$ cat src/rtl/calc_ctrl.sv
// calc_ctrl: keypad-driven calculator sequencer. Builds two signed decimal
// operands, issues one ALU operation over a start/finish handshake guarded by
// a watchdog, and holds the result (or an error) for the display path.
module calc_ctrl #(
    parameter int unsigned WIDTH       = 16,
    parameter int unsigned MAX_DIGITS  = 5,
    parameter int unsigned ALU_TIMEOUT = 64
) (
    input  logic             clk,
    input  logic             reset,
    input  logic             key_valid,
    input  logic [3:0]       key_code,
    input  logic [WIDTH-1:0] alu_out,
    input  logic             alu_finish,
    input  logic             alu_ovf,
    output logic [WIDTH-1:0] alu_in1,
    output logic [WIDTH-1:0] alu_in2,
    output logic [1:0]       alu_op,
    output logic             alu_start,
    output logic [WIDTH-1:0] display_value,
    output logic             complete,
    output logic             error
);

    localparam int unsigned EW = WIDTH + 4;
    localparam int unsigned CW = $clog2(MAX_DIGITS + 1);
    localparam int unsigned TW = $clog2(ALU_TIMEOUT);

    localparam logic [EW-1:0] MAX_POS   = (EW'(1) << (WIDTH - 1)) - EW'(1);
    localparam logic [CW-1:0] CNT_FULL  = CW'(MAX_DIGITS);
    localparam logic [TW-1:0] TIMER_END = TW'(ALU_TIMEOUT - 1);

    localparam logic [3:0] K_ADD   = 4'd10;
    localparam logic [3:0] K_SUB   = 4'd11;
    localparam logic [3:0] K_MUL   = 4'd12;
    localparam logic [3:0] K_NEG   = 4'd13;
    localparam logic [3:0] K_EQUAL = 4'd14;
    localparam logic [3:0] K_CLEAR = 4'd15;

    typedef enum logic [2:0] {
        ENTER_A,
        ENTER_B,
        START,
        WAIT,
        RESULT,
        ERROR
    } state_t;

    state_t           state, state_nxt;
    logic [WIDTH-1:0] a_mag, a_mag_nxt, b_mag, b_mag_nxt;
    logic             a_sign, a_sign_nxt, b_sign, b_sign_nxt;
    logic [CW-1:0]    a_cnt, a_cnt_nxt, b_cnt, b_cnt_nxt;
    logic [1:0]       op, op_nxt;
    logic [TW-1:0]    timer, timer_nxt;
    logic [WIDTH-1:0] r, r_nxt;
    logic [WIDTH-1:0] in1_nxt, in2_nxt, disp_nxt;
    logic [1:0]       alu_op_nxt;
    logic             start_nxt, complete_nxt, error_nxt;

    logic             is_digit, is_op;
    logic [1:0]       key_op;
    logic [EW-1:0]    a_ext, b_ext;
    logic [WIDTH-1:0] r_abs;

    // Two's complement value of a sign/magnitude operand, mod 2^WIDTH
    function automatic logic [WIDTH-1:0] to_val(input logic s, input logic [WIDTH-1:0] m);
        return s ? (~m + WIDTH'(1)) : m;
    endfunction

    // Candidate magnitude after appending one decimal digit
    function automatic logic [EW-1:0] append(input logic [WIDTH-1:0] m, input logic [3:0] d);
        return EW'(m) * EW'(10) + EW'(d);
    endfunction

    // Next-state, datapath and registered-output computation
    always_comb begin
        state_nxt  = state;
        a_mag_nxt  = a_mag;
        a_sign_nxt = a_sign;
        a_cnt_nxt  = a_cnt;
        b_mag_nxt  = b_mag;
        b_sign_nxt = b_sign;
        b_cnt_nxt  = b_cnt;
        op_nxt     = op;
        timer_nxt  = timer;
        r_nxt      = r;
        in1_nxt    = alu_in1;
        in2_nxt    = alu_in2;
        alu_op_nxt = alu_op;
        disp_nxt   = display_value;

        is_digit = (key_code <= 4'd9);
        is_op    = (key_code == K_ADD) || (key_code == K_SUB) || (key_code == K_MUL);
        key_op   = 2'(key_code - K_ADD);
        a_ext    = append(a_mag, key_code);
        b_ext    = append(b_mag, key_code);
        r_abs    = r[WIDTH-1] ? (~r + WIDTH'(1)) : r;

        case (state)
            ENTER_A: begin
                if (key_valid) begin
                    if (is_digit) begin
                        if ((a_cnt < CNT_FULL) && (a_ext <= MAX_POS)) begin
                            a_mag_nxt = WIDTH'(a_ext);
                            if (!((a_mag == '0) && (key_code == 4'd0)))
                                a_cnt_nxt = a_cnt + CW'(1);
                        end
                    end else if (key_code == K_NEG) begin
                        a_sign_nxt = ~a_sign;
                    end else if (is_op) begin
                        op_nxt    = key_op;
                        state_nxt = ENTER_B;
                    end
                end
            end
            ENTER_B: begin
                if (key_valid) begin
                    if (is_digit) begin
                        if ((b_cnt < CNT_FULL) && (b_ext <= MAX_POS)) begin
                            b_mag_nxt = WIDTH'(b_ext);
                            if (!((b_mag == '0) && (key_code == 4'd0)))
                                b_cnt_nxt = b_cnt + CW'(1);
                        end
                    end else if (key_code == K_NEG) begin
                        b_sign_nxt = ~b_sign;
                    end else if (is_op) begin
                        op_nxt = key_op;
                    end else if (key_code == K_EQUAL) begin
                        state_nxt = START;
                    end
                end
            end
            START: begin
                timer_nxt = '0;
                state_nxt = WAIT;
            end
            WAIT: begin
                timer_nxt = timer + TW'(1);
                if (alu_finish) begin
                    if (alu_ovf) begin
                        state_nxt = ERROR;
                    end else begin
                        r_nxt     = alu_out;
                        state_nxt = RESULT;
                    end
                end else if (timer == TIMER_END) begin
                    state_nxt = ERROR;
                end
            end
            RESULT: begin
                if (key_valid) begin
                    if (is_digit) begin
                        a_mag_nxt  = WIDTH'(key_code);
                        a_sign_nxt = 1'b0;
                        a_cnt_nxt  = (key_code != 4'd0) ? CW'(1) : CW'(0);
                        b_mag_nxt  = '0;
                        b_sign_nxt = 1'b0;
                        b_cnt_nxt  = '0;
                        state_nxt  = ENTER_A;
                    end else if (is_op) begin
                        a_mag_nxt  = r_abs;
                        a_sign_nxt = r[WIDTH-1];
                        a_cnt_nxt  = CNT_FULL;
                        b_mag_nxt  = '0;
                        b_sign_nxt = 1'b0;
                        b_cnt_nxt  = '0;
                        op_nxt     = key_op;
                        state_nxt  = ENTER_B;
                    end else if (key_code == K_EQUAL) begin
                        a_mag_nxt  = r_abs;
                        a_sign_nxt = r[WIDTH-1];
                        a_cnt_nxt  = CNT_FULL;
                        state_nxt  = START;
                    end
                end
            end
            ERROR: begin
                state_nxt = ERROR;
            end
            default: begin
                state_nxt = ENTER_A;
            end
        endcase

        // CLEAR overrides whatever the current state decided
        if (key_valid && (key_code == K_CLEAR)) begin
            state_nxt  = ENTER_A;
            a_mag_nxt  = '0;
            a_sign_nxt = 1'b0;
            a_cnt_nxt  = '0;
            b_mag_nxt  = '0;
            b_sign_nxt = 1'b0;
            b_cnt_nxt  = '0;
            op_nxt     = '0;
            timer_nxt  = '0;
            r_nxt      = '0;
        end

        start_nxt    = (state_nxt == START);
        complete_nxt = (state_nxt == RESULT);
        error_nxt    = (state_nxt == ERROR);

        if (state_nxt == START) begin
            in1_nxt    = to_val(a_sign_nxt, a_mag_nxt);
            in2_nxt    = to_val(b_sign_nxt, b_mag_nxt);
            alu_op_nxt = op_nxt;
        end

        case (state_nxt)
            ENTER_A: disp_nxt = to_val(a_sign_nxt, a_mag_nxt);
            ENTER_B: disp_nxt = to_val(b_sign_nxt, b_mag_nxt);
            RESULT:  disp_nxt = r_nxt;
            ERROR:   disp_nxt = '0;
            default: disp_nxt = display_value;
        endcase
    end

    // State, operand and output registers
    always_ff @(posedge clk or posedge reset) begin
        if (reset) begin
            state         <= ENTER_A;
            a_mag         <= '0;
            a_sign        <= 1'b0;
            a_cnt         <= '0;
            b_mag         <= '0;
            b_sign        <= 1'b0;
            b_cnt         <= '0;
            op            <= '0;
            timer         <= '0;
            r             <= '0;
            alu_in1       <= '0;
            alu_in2       <= '0;
            alu_op        <= '0;
            alu_start     <= 1'b0;
            display_value <= '0;
            complete      <= 1'b0;
            error         <= 1'b0;
        end else begin
            state         <= state_nxt;
            a_mag         <= a_mag_nxt;
            a_sign        <= a_sign_nxt;
            a_cnt         <= a_cnt_nxt;
            b_mag         <= b_mag_nxt;
            b_sign        <= b_sign_nxt;
            b_cnt         <= b_cnt_nxt;
            op            <= op_nxt;
            timer         <= timer_nxt;
            r             <= r_nxt;
            alu_in1       <= in1_nxt;
            alu_in2       <= in2_nxt;
            alu_op        <= alu_op_nxt;
            alu_start     <= start_nxt;
            display_value <= disp_nxt;
            complete      <= complete_nxt;
            error         <= error_nxt;
        end
    end

endmodule

$ cat config.mk
export PLATFORM = sky130hd
export DESIGN_NAME = calc_ctrl
export DESIGN_NICKNAME = d
export VERILOG_FILES = /design/src/rtl/calc_ctrl.sv
export SDC_FILE = /design/constraint.sdc
export NUM_CORES = 1
export LEC_CHECK = 0
export CORE_MARGIN = 10
export CORE_UTILIZATION = 45
export DETAILED_ROUTE_END_ITERATION = 12
export SETUP_SLACK_MARGIN = 0.5
export SYNTH_ARGS = -nofsm -noshare
export SYNTH_HDL_FRONTEND = slang
export SYNTH_SLANG_ARGS = --single-unit
export TNS_END_PERCENT = 30
$ cat constraint.sdc
create_clock -name clk -period 7 [get_ports clk]
set_input_delay 0.7 -clock clk [delete_from_list [all_inputs] [get_ports clk]]
set_output_delay 0.7 -clock clk [all_outputs]
set_load 0.01 [all_outputs]
**Yosys cells after proc, flatten, opt, wreduce, memory -nomap -nowiden**

Cells that the tools add are included.

- Add/subtract/negate cells: 9
- $mul: 2
- Magnitude comparators: 5
- Eq/ne operators: 27
- Muxes and demuxes: 89
- Bitwise gates (word level): 5
- Reductions and logical operators: 20

Operator list:

| cell | number |
|---|---|
| two-way mux 16 bit | 22 |
| two-way mux 3 bit | 32 |
| case mux 16 bit (2 select lines) | 2 |
| case mux 16 bit (4 select lines) | 1 |
| adder 16 x 1 -> 16 bit, second input constant | 3 |
| inverter 16 bit | 3 |
| adder 20 x 4 -> 20 bit | 2 |
| <= comparator 20 x 15 -> 1 bit, second input constant | 2 |
| multiplier 16 x 3 -> 19 bit, second input constant | 2 |
| logical NOT 16 bit | 2 |
| inequality test 3 bit, second input constant | 9 |
| == test 4 bit, second input constant | 6 |
| case mux 3 bit (6 select lines) | 1 |
| two-way mux 1 bit | 17 |
| two-way mux 2 bit | 7 |
| AND reduction 7 bit | 2 |
| == test 3 bit, second input constant | 4 |
| case mux 3 bit (2 select lines) | 2 |
| case mux 6 bit (2 select lines) | 1 |
| == test 3 x 2 -> 1 bit, second input constant | 3 |
| nonzero test 3 bit | 3 |
| nonzero test 4 bit | 2 |
| adder 3 x 1 -> 3 bit, second input constant | 2 |
| adder 6 x 1 -> 6 bit, second input constant | 1 |
| 16 further kinds | 26 |

- Register bits after elaboration: 120
- Input bits: 25
- Output and inout bits: 53
- Word-level logic and storage cells: 174

**Depth between registers and ports, before layout**

- Word-level depth: 13
- Mapped depth: 20
- Mapped depth without buffers: 19

**Least setup slack after synthesis**

Ideal clock, no wire load.

- Path type: reg2reg
- From: register b_mag[1]
- To: register display_value[14]
- Library setup time: 0.133 ns
- Arrival: 5.117 ns
- Data required time: 6.867 ns
- Setup slack: 1.751 ns
- Stages on the path, launching flop included: 21
- Path buffers: 2
- Clock period less this slack: 5.249 ns
- Path through: dfrtp_1 -> ha_1 -> ha_1 -> fa_1 -> a211o_1 -> a31oi_1 -> o211ai_1 -> a221o_1 -> mux2_2 -> nor4_1 -> nand2_1 -> a22o_1 -> buf_2 -> clkbuf_1 -> a22oi_1 -> ha_1 -> nand4_1 -> o31ai_1 -> xor2_1 -> o22a_1 -> o31ai_1

- Longest elaborated chain between the ends: 13
- Elaborated cells on any way between the ends: 16
- Classes of those cells: add/sub (2); mul (1); order compare (1); mux (10); bitwise (1); reduce/logical (1)

Ends and longest elaborated chain:

| what | line | RTL |
|---|---|---|
| start, declared | 50 | `logic [WIDTH-1:0] a_mag, a_mag_nxt, b_mag, b_mag_nxt;` |
| start signal, assigned | 243 | `b_mag <= b_mag_nxt;` |
| multiplier 16 x 3 -> 19 bit | 72 | `return EW'(m) * EW'(10) + EW'(d);` |
| adder 20 x 4 -> 20 bit | 72 |  |
| <= comparator 20 x 15 -> 1 bit | 119 | `if ((b_cnt < CNT_FULL) && (b_ext <= MAX_POS)) begin` |
| logical AND 1 bit | 119 |  |
| two-way mux 16 bit | 119 |  |
| two-way mux 16 bit | 118 | `if (is_digit) begin` |
| two-way mux 16 bit | 117 | `if (key_valid) begin` |
| case mux 16 bit (2 select lines) * | 99 | `case (state)` |
| two-way mux 16 bit * | 186 | `if (key_valid && (key_code == K_CLEAR)) begin` |
| inverter 16 bit | 67 | `return s ? (~m + WIDTH'(1)) : m;` |
| adder 16 x 1 -> 16 bit | 67 |  |
| two-way mux 16 bit * | 67 |  |
| case mux 16 bit (4 select lines) * | 209 | `case (state_nxt)` |
| end signal, assigned | 253 | `display_value <= disp_nxt;` |
| end, declared | 20 | `output logic [WIDTH-1:0] display_value,` |

Every way passes the cells marked *; elsewhere a longest branch is shown, timed or not.
A chain may end at the register's enable or synchronous reset.

**Worst setup path after layout**

Ends and elaborated chain as after synthesis.

==> impl_metrics.csv <==
group,metric,value,unit
sta,tns,0,ps
pwr,power,0.00587,W
floorplan,die-height,167,um
setup_path,crit_type,"flop to flop",
global_route,antenna_found_initial,0,
sta,worst_slack,1010,ps
sta,rsz0062_at_grt,"no",
drt,drtIter0Drc,1081,
cells_and_area,fill_cells,2040,
clock_network,cts_resized,0,
yosys,syn_inst,1180,
global_route,grt_overflow,0,
clock_network,clock_sinks,120,
cells_and_area,layout.nets,1338,
clock_network,htree_num_levels,4,
sta,slew_violations,0,
sta,whs,481,ps
clock_network,cts_tree,"yes",
sta,finalCriticalPeriod,5990,ps
yosys,synth_flop_cell,"dfrtp_1",
clock_network,root_buffer,"clkbuf_16",
setup_path,slowest_delay,470,ps
setup_path,critPathRequiredTime,7310,ps
outcome,status,"complete, no violations",
pwr,ir_drop,0.000222,V
sta,tightest_slew,1130,ps
yosys,ys_ff_latch,120,
placement,gp_congestion,0.927,
drt,vias,9384,
sta,fmax,167,MHz
sta,max-slew-margin-rel,0.241,
yosys,synth-edff-count,0,
yosys,ys_seq_area_frac,0.307,
yosys,synth.net_count,1277,
floorplan,num_rows,53,
setup_path,crit_top_cell,"ha_1",
sta,finalHoldViolations,0,
cells_and_area,drive_gt1_frac,0.0758,
floorplan,start_util,0.461,
setup_path,worst_path_max_delay_cell,"dfrtp_1",
global_route,grt_pass1_vias,9026,
placement,place_ws,616,ps
cells_and_area,n_antenna_cell,0,
drt,vias_per_cell,6.14,
drt,ant_nets,0,
pwr,leakage,5.03,nW
clock_network,clkTransAtPathRegs,70,ps
drt,post-route-drc-count,0,
floorplan,die_area,28000,um^2
clock_network,cts_setup_buffers,0,
worst_hold_path,hp-start,"alu_in2[5]$_DFFE_PP0P_",
sta,fin_crit_sh,0.856,
setup_path,start_kind,"flop",
setup_path,crit_start,"b_mag[1]$_DFF_PP0_",
global_route,track_usage,0.233,
global_route,grt_pass1_wl,52.9,mm
setup_path,crit_chain,"ha_1 -> ha_1 -> fa_1 -> a211o_1 -> a31oi_1 -> o211ai_1 -> a221o_1 -> mux2_2 -> nor4_2 -> nand2_1 -> a22o_1 -> a22oi_2 -> ha_1 -> nand4_1 -> o31ai_1 -> xor2_1 -> o22a_1 -> o31ai_1",
clock_network,numCtsBuffers,17,
drt,drt_wl_total,33.2,mm
global_route,grt_max_degree,67,
setup_path,timing.critical_path.max_delay_family,"compound AO/OA/AOI/OAI gates",
pwr,power.density,513,nW/um^2
sta,clock_skew,11.6,ps
yosys,avgSynthCellArea,8.28,um^2
floorplan,die_w,167,um
clock_network,clk-insertion-delay-late,430,ps
setup_path,crit_buf_inv,0,
floorplan,core_area,21200,um^2
job,maxCapViolCount,0,
yosys,synth_warnings,0,
setup_path,r2r_start,"b_mag[1]$_DFF_PP0_",
yosys,ys_types,85,
worst_hold_path,hp-class,"flop to flop",
drt,wl_per_cell,21.7,um
setup_path,end_kind,"flop",
sta,setup_viol,0,
yosys,async_reset_ff_frac,1.00,
placement,hpwl,24.9,mm
yosys,syn_area,9780,um^2
floorplan,io_pins,78,
cells_and_area,area_growth,17.2,%
placement,port_buffers,77,
clock_network,holdBufCountCts,0,
setup_path,critPathMaxFanout,17,
clock_network,cts_buffer_depth,2,
setup_path,timing.critical_path.arrival,6300,ps
drt,dr.pass1.iters,6,
-- through the flow --
step | cells | area (um^2) | utilization
floorplan | 1180 | 9780 | -
global placement | 1497 | 10800 | 0.511
detailed placement | 1497 | 10800 | 0.511
CTS | 1529 | 11400 | 0.539
global route | 1529 | 11500 | 0.540
finish | 1529 | 11500 | 0.540
-- routing by layer --
layer	share of wire	up-vias	track usage
met5	0	-	0
met4	0.013	0	0.0545
met3	0.077	38	0.0543
met2	0.43	384	0.343
met1	0.48	4499	0.335
li1	-	4463	-
-- cell families after synthesis --
kind of cell               after synthesis  synth area share
and+or+nand+nor                        419             0.206
AOI/OAI and AO/OA                      360             0.243
DFF                                    120             0.307
buffers and inverters                   92            0.0362
xor gates and xnor gates                78            0.0714
adders and majority gates               72            0.0952
muxes                                   39            0.0408
-- registers in the layout, summed over array words and instances, names as in the netlist --
| name | cells |
|---|---|
| alu_start | 1 |
| b_sign | 1 |
| a_cnt | 3 |
| a_sign | 1 |
| error | 1 |
| r | 16 |
| display_value | 16 |
| alu_in1 | 16 |
| op | 2 |
| b_mag | 16 |
| complete | 1 |
| b_cnt | 3 |
| timer | 6 |
| a_mag | 16 |
| state | 3 |
| alu_op | 2 |
| alu_in2 | 16 |
-- worst reg2reg max path: cells and delay by family (launching register included) --
family / cells / cell delay, ps
fa+ha+maj: 4 / 1260
mux: 1 / 310
flops: 1 / 470
compound gates: 9 / 2630
simple gates: 3 / 830
xor+xnor: 1 / 380
-- synthesized netlist by cell type (all sizes together) (6+ instances only) --
cell type	number	share of area
a211oi	10	0.0082
ha	68	0.087
nand3	37	0.019
nor2b	6	0.0038
a21oi	77	0.039
nor3	27	0.014
inv	36	0.014
nor2	108	0.041
or3	6	0.0038
clkbuf	47	0.018
mux2i	32	0.033
o2111ai	6	0.0067
mux2	7	0.0081
nor4	17	0.014
or2	10	0.0067
a22oi	7	0.0054
dfrtp	120	0.31
a221oi	8	0.0078
o221ai	6	0.0060
and3	8	0.0056
nand2	143	0.055
o31ai	11	0.0084
a21o	14	0.011
o21a	16	0.012
xor2	32	0.030
buf	6	0.0032
xnor2	46	0.041
and2	7	0.0045
o21ai	115	0.060
a31oi	21	0.013
o211ai	13	0.010
o22ai	7	0.0045
nand2b	10	0.0064
nand4	14	0.0090
-- placed cells by master (no fill, tap or decap), types with 8 or more instances in the layout --
master,instances
nand3_1,36
o21ai_1,10
a21o_1,14
xnor2_1,46
o211ai_1,13
nor3_1,26
dfrtp_1,120
nor4_1,13
clkdlybuf4s50_1,77
buf_4,18
nor2_1,107
xor2_1,30
a21oi_1,77
o21ai_0,103
clkbuf_16,17
o31ai_1,11
nand2_1,141
ha_1,68
or2_2,8
inv_1,35
o21a_1,16
a31oi_1,21
nand2b_1,10
nand4_1,14
a211oi_1,9
mux2i_1,31
-- power by group --
group          total [W]  internal, W  leakage (nW)  switching [W]
Clock           0.000903     0.000532         0.279       0.000371
Combinational    0.00370      0.00145          3.18        0.00225
Sequential       0.00127     0.000955          1.57       0.000313
Total            0.00587      0.00293          5.03        0.00294
-- worst paths after layout --
path	to	slack (ps)	depth (start not counted)
max	display_value[14]$_DFFE_PP0P_	1010	18
min	alu_in2[5]$_DFFE_PP0P_	480	2
max reg2reg	display_value[14]$_DFFE_PP0P_	1010	18
min reg2reg	alu_in2[5]$_DFFE_PP0P_	480	2
max in group asynchronous	a_cnt[1]$_DFFE_PP0P_	4890	3
min in group asynchronous	alu_in2[1]$_DFFE_PP0P_	800	2
-- area by class of cell --
cell class / count / area, um^2 / share of cell area
clock buffers: 18 / 429 / 0.0375
flip-flops and latches: 120 / 3000 / 0.262
multi-input cells: 968 / 6460 / 0.564
clock inverters: 14 / 161 / 0.0141
well taps: 275 / 344 / 0.0300
repair buffers: 95 / 906 / 0.0791
inverters: 39 / 149 / 0.0130
(Power assumes the default switching activity.)
